===== config.mk =====
export PLATFORM = sky130hd
export DESIGN_NAME = recepcion
export DESIGN_NICKNAME = d
export VERILOG_FILES = /design/src/rtl/recepcion.sv
export SDC_FILE = /design/constraint.sdc
export NUM_CORES = 1
export LEC_CHECK = 0
export BUFFER_PORTS_ARGS = -buffer_cell sky130_fd_sc_hd__buf_4
export CAP_MARGIN = 5
export CORE_MARGIN = 3
export CORE_UTILIZATION = 30
export CTS_CLUSTER_DIAMETER = 30
export DETAILED_ROUTE_END_ITERATION = 16
export PLACE_DENSITY = 0.44
export SLEW_MARGIN = 20
export SYNTH_ARGS = -nofsm -noshare
export SYNTH_HDL_FRONTEND = slang
export SYNTH_SLANG_ARGS = --single-unit

===== constraint.sdc =====
create_clock -name clk_in -period 1.7 [get_ports clk_in]
set_input_delay 0.17 -clock clk_in [delete_from_list [all_inputs] [get_ports clk_in]]
set_output_delay 0.17 -clock clk_in [all_outputs]
set_load 0.02 [all_outputs]

===== src/rtl/recepcion.sv =====
// UART receiver (8N1, idle-high, LSB first) with oversampled bit centring,
// hold-until-ack byte buffer and sticky framing/overrun flags.
// Define RX_PARITY_EN for 8E1 frames with a sticky parity_err output.
module recepcion #(
  parameter int unsigned CLK_FREQ   = 50000000,
  parameter int unsigned BAUD       = 9600,
  parameter int unsigned OVERSAMPLE = 16
) (
  input  logic       clk_in,
  input  logic       reset,
  input  logic       rx,
  input  logic       ack,
  output logic [7:0] dout,
  output logic       avail,
  output logic       busy,
  output logic       frame_err,
  output logic       overrun,
  input  logic       err_clr
`ifdef RX_PARITY_EN
  ,
  output logic       parity_err
`endif
);

  localparam int unsigned DIV_RAW = CLK_FREQ / (BAUD * OVERSAMPLE);
  localparam int unsigned DIV     = (DIV_RAW < 1) ? 1 : DIV_RAW;
  localparam int unsigned DW      = (DIV > 1) ? $clog2(DIV) : 1;
  localparam int unsigned SW      = $clog2(OVERSAMPLE);
  localparam logic [SW-1:0] SC_MID = SW'(OVERSAMPLE / 2 - 1);
  localparam logic [SW-1:0] SC_END = SW'(OVERSAMPLE - 1);
  localparam logic [DW-1:0] DV_END = DW'(DIV - 1);

  typedef enum logic [2:0] {
    S_IDLE,
    S_START,
    S_DATA,
`ifdef RX_PARITY_EN
    S_PARITY,
`endif
    S_STOP
  } state_t;

  state_t        r_state, w_state_nx;
  logic          r_rx_s1, r_rx_s2;
  logic [DW-1:0] r_div;
  logic [SW-1:0] r_sc, w_sc_nx;
  logic [2:0]    r_bitpos, w_bitpos_nx;
  logic [7:0]    r_shreg, w_shreg_nx;
  logic          r_break;
  logic          w_rx, w_tick, w_centre, w_done, w_stop_bad;
`ifdef RX_PARITY_EN
  logic          w_par_bad;
`endif

  assign w_rx     = r_rx_s2;
  assign w_tick   = (r_div == DV_END);
  assign w_centre = w_tick && (r_sc == SC_END);
  assign busy     = (r_state != S_IDLE);

  always_ff @(posedge clk_in or negedge reset) begin
    if (!reset) begin
      r_rx_s1 <= 1'b1;
      r_rx_s2 <= 1'b1;
      r_div   <= '0;
    end else begin
      r_rx_s1 <= rx;
      r_rx_s2 <= r_rx_s1;
      r_div   <= w_tick ? '0 : r_div + 1'b1;
    end
  end

  always_comb begin
    w_state_nx  = r_state;
    w_sc_nx     = r_sc;
    w_bitpos_nx = r_bitpos;
    w_shreg_nx  = r_shreg;
    w_done      = 1'b0;
    w_stop_bad  = 1'b0;
`ifdef RX_PARITY_EN
    w_par_bad   = 1'b0;
`endif
    if (r_state != S_IDLE && w_tick)
      w_sc_nx = (r_sc == SC_END) ? '0 : r_sc + 1'b1;
    case (r_state)
      S_IDLE: begin
        // r_break keeps a held-low line after a framing error from retriggering
        if (!w_rx && !r_break) begin
          w_state_nx = S_START;
          w_sc_nx    = '0;
        end
      end
      S_START: begin
        if (w_tick && r_sc == SC_MID) begin
          if (w_rx) begin
            w_state_nx = S_IDLE;
          end else begin
            w_state_nx  = S_DATA;
            w_sc_nx     = '0;
            w_bitpos_nx = '0;
          end
        end
      end
      S_DATA: begin
        if (w_centre) begin
          w_shreg_nx[r_bitpos] = w_rx;
          if (r_bitpos == 3'd7) begin
`ifdef RX_PARITY_EN
            w_state_nx = S_PARITY;
`else
            w_state_nx = S_STOP;
`endif
          end else begin
            w_bitpos_nx = r_bitpos + 3'd1;
          end
        end
      end
`ifdef RX_PARITY_EN
      S_PARITY: begin
        if (w_centre) begin
          w_par_bad  = ^{r_shreg, w_rx};
          w_state_nx = S_STOP;
        end
      end
`endif
      S_STOP: begin
        if (w_centre) begin
          w_done     = 1'b1;
          w_stop_bad = !w_rx;
          w_state_nx = S_IDLE;
        end
      end
      default: w_state_nx = S_IDLE;
    endcase
  end

  always_ff @(posedge clk_in or negedge reset) begin
    if (!reset) begin
      r_state   <= S_IDLE;
      r_sc      <= '0;
      r_bitpos  <= '0;
      r_shreg   <= '0;
      r_break   <= 1'b0;
      dout      <= '0;
      avail     <= 1'b0;
      frame_err <= 1'b0;
      overrun   <= 1'b0;
    end else begin
      r_state   <= w_state_nx;
      r_sc      <= w_sc_nx;
      r_bitpos  <= w_bitpos_nx;
      r_shreg   <= w_shreg_nx;
      r_break   <= w_stop_bad | (r_break & ~w_rx);
      if (w_done)
        dout <= r_shreg;
      avail     <= w_done | (avail & ~ack);
      frame_err <= w_stop_bad | (frame_err & ~err_clr);
      overrun   <= (w_done & avail & ~ack) | (overrun & ~err_clr);
    end
  end

`ifdef RX_PARITY_EN
  always_ff @(posedge clk_in or negedge reset) begin
    if (!reset)
      parity_err <= 1'b0;
    else
      parity_err <= w_par_bad | (parity_err & ~err_clr);
  end
`endif

endmodule


==> run_results.csv <==
group,metric,value,unit
status,status,"finished, violations left",
status,violations,"negative setup slack",
clock_tree,h-tree-depth,2,
synthesis,syn_area,0.00196,mm²
placed_design,portBuffers,16,
timing,worst_pin_slew,0.504,ns
die,dieArea,0.00753,mm²
die,die_h,86.8,µm
synthesis,yosys-top-cells-area,"dfrtp_1, mux2_2, ha_1",
placed_design,place_congestion,0.828,
power,vdd_drop_max,0.433,mV
die,start_util,0.319,
synthesis,synthArstFlopShare,1.00,
power,p_leak,1.19,nW
setup_path,arrival,1.97,ns
timing,fin_ws,-0.0785,ns
clock_tree,clock_latency,0.30,ns
synthesis,synth.distinct_cells,47,
timing,min_period_over_period,1.05,
finish,instances_no_fill,298,
finish,finish.instance_area,0.00266,mm²
synthesis,ys_seq_area_frac,0.512,
grt,grt_pass1_vias,1481,
finish,utilization,0.434,
clock_tree,cts_buffer_depth,2,
timing,slew_viol_final,0,
timing,rsz0062_at_grt,"yes",
route,drc,0,
finish,diodes,0,
setup_path,worstPathCellList,"inv_2 > ha_4 > and4bb_2 > buf_4 > nand4_1 > nor3_2 > mux2_4",
setup_path,critical_path_peak_fanout,3,
setup_path,worstSetupPathType,"reg -> reg",
grt,grt_max_degree,41,
setup_path,cp.buffers_inverters,2,
route,vias,1440,
synthesis,synth_edf_count,0,
synthesis,netlist_instances,166,
grt,grt_pass1_wl,7.13,mm
clock_tree,clkSinkCount,40,
finish,regArea,0.00100,mm²
setup_path,worst_ep_required_time,1.89,ns
grt,grt_overflow_total,0,
clock_tree,root_buffer,"clkbuf_8",
clock_tree,cts.clk_slew.worst_paths,0.08,ns
grt,grt_usage,0.123,
synthesis,ys.flop_type,"dfrtp_1",
timing,layout_min_cycle_time,1.78,ns
setup_path,worstSetupEndpointType,"register",
setup_path,path_delay_family,"simple AND/OR/NAND/NOR gates",
power,powerDensity,720,mW/mm²
synthesis,avgSynthCellArea,11.8,µm²
route,drt_wl_total,4.12,mm
timing,slew_headroom,0.664,
die,rows,28,
placed_design,dpl_cell_area,0.00236,mm²
synthesis,yosysTopAreaCell,"dfrtp_1",
power,total_power,0.00191,W
route,dr.first_iter.drc_count,35,
grt,antenna_found_initial,0,
timing,skew,0.00693,ns
die,dieWidth,86.8,µm
synthesis,yosys_warnings,0,
route,post_drt_wl_per_cell,13.8,µm
setup_path,start_kind,"register",
die,top_level_ports,17,
die,core-area,0.00613,mm²
route,vias_per_cell,4.83,
finish,syn_to_final_growth,35.8,%
setup_path,worst_path_largest_cell_delay,0.40,ns
flow_run,cap_viol_max_count,0,
timing,fmaxAchievable,0.562,GHz
timing,setup_violations,5,
placed_design,preCtsSetupSlack,-0.100,ns
synthesis,syn_nets,176,
finish,drive_above_1_share,0.453,
placed_design,dp.cells,282,
worst_hold_path,worstHoldPathType,"in -> reg",
clock_tree,cts_tree,"built",
synthesis,synth_top_area_share,0.486,
placed_design,dp_hpwl,3.03,mm
finish,multi_input_area,962,µm²
clock_tree,cts_inserted_buffers,5,
setup_path,cpMaxStageDelayCell,"dfrtp_1",
finish,fillCellCount,563,
synthesis,synth_seq_cells,40,
route,antenna_left,0,
finish,nets,232,
timing,hold_viol_final,0,
route,dr.pass1.iters,4,
## Yosys cell counts (2+ instances only)
library cell	count
mux2_4	4
o22ai_1	2
nor2_1	9
nand4_1	4
ha_1	5
xor2_1	3
buf_6	2
nor3_1	5
o21ai_0	5
mux2_2	9
o31ai_1	4
dfrtp_1	38
inv_1	9
nand3_1	9
xnor2_1	5
mux2i_1	3
dfstp_2	2
nand2_1	11
nand2b_1	2
a21oi_1	4
a31oi_1	2
buf_4	2
and3_1	3
## what timing repair did
item / 4_1_cts / 5_1_grt
hold buffers: 2 / 0
endpoints found under the setup margin: 10 / 25
buffers inserted: 3 / 3
hold endpoints to repair: 39 / 0
cloned: 0 / 0
pin swaps: 5 / 9
resized for setup: 14 / 12
## final timing paths
path	startpoint	end	slack [ns]	cells after the start
setup / recovery	r_div[0]$_DFF_PN0_	r_shreg[0]$_DFFE_PN0P_	-0.08	7
setup reg to reg	r_div[0]$_DFF_PN0_	r_shreg[0]$_DFFE_PN0P_	-0.08	7
hold / removal	err_clr	frame_err$_DFF_PN0_	0.06	2
min in group asynchronous	reset	r_shreg[7]$_DFFE_PN0P_	0.38	2
hold reg to reg	r_rx_s1$_DFF_PN1_	r_rx_s2$_DFF_PN1_	0.36	0
max in group asynchronous	reset	r_rx_s2$_DFF_PN1_	0.94	2
## power by group
part	switching [W]	internal, W	total [W]
clock	0.000334	0.000587	0.000921
sequential	0.00000141	0.000955	0.000956
combinational	0.0000253	0.0000116	0.0000369
total	0.000361	0.00155	0.00191
## logic make-up (layout without fill, tap and decap cells)
group                    after synthesis  after routing  synth area share
buffers and inverters                 16             73            0.0434
AND/OR/NAND/NOR                       60             60             0.206
flip-flops                            40             40             0.512
AO/OA/AOI/OAI                         21             21            0.0722
adder cells (fa/ha/maj)                5              5            0.0319
multiplexers                          16             16            0.0978
XOR/XNOR                               8              8            0.0358
## registers in the layout (all words and copies together), names as in the netlist
| register | cells |
|---|---|
| r_sc | 4 |
| r_bitpos | 3 |
| r_state | 2 |
| dout | 8 |
| frame_err | 1 |
| avail | 1 |
| r_div | 9 |
| overrun | 1 |
| r_shreg | 8 |
| r_rx_s1 | 1 |
| r_break | 1 |
| r_rx_s2 | 1 |
## cells in the final DEF (no fill, tap or decap), types with 3 or more instances in the layout
master and instances:
a21oi_1 4, buf_4 52, clkbuf_8 5, dfrtp_1 38
ha_1 3, inv_1 7, mux2_2 6, mux2_4 7
mux2i_1 3, nand2_1 11, nand3_1 9, nand4_1 4
nor2_1 9, o21ai_2 3, xnor2_1 5, xor2_1 3
## final cells by class
cell class,instances,share of cell area
Clock inverter,2,0.0226
Clock buffer,6,0.0273
Timing Repair Buffer,56,0.163
Inverter,9,0.0127
Sequential cell,40,0.377
Tap cell,75,0.0353
Multi-Input combinational cell,110,0.362
## per-stage QoR
step | TNS, ns | hold WS (ns)
finish | -0.226 | 0.0650
global placement | -0.187 | 0.178
floorplan | -0.332 | -0.126
global route | -1.10 | 0.0686
detailed placement | -0.404 | 0.182
CTS | -0.238 | 0.0602
## per-layer routing
layer | wire length, µm | track usage | up-vias | share of wire
li1 | - | - | 703 | -
met1 | 1920 | 0.152 | 707 | 0.46
met2 | 1960 | 0.200 | 24 | 0.48
met3 | 175 | 0.0342 | 6 | 0.042
met4 | 66 | 0.0567 | 0 | 0.016
met5 | 0 | 0 | - | 0
Note: power is estimated with default switching activity, not from simulation.
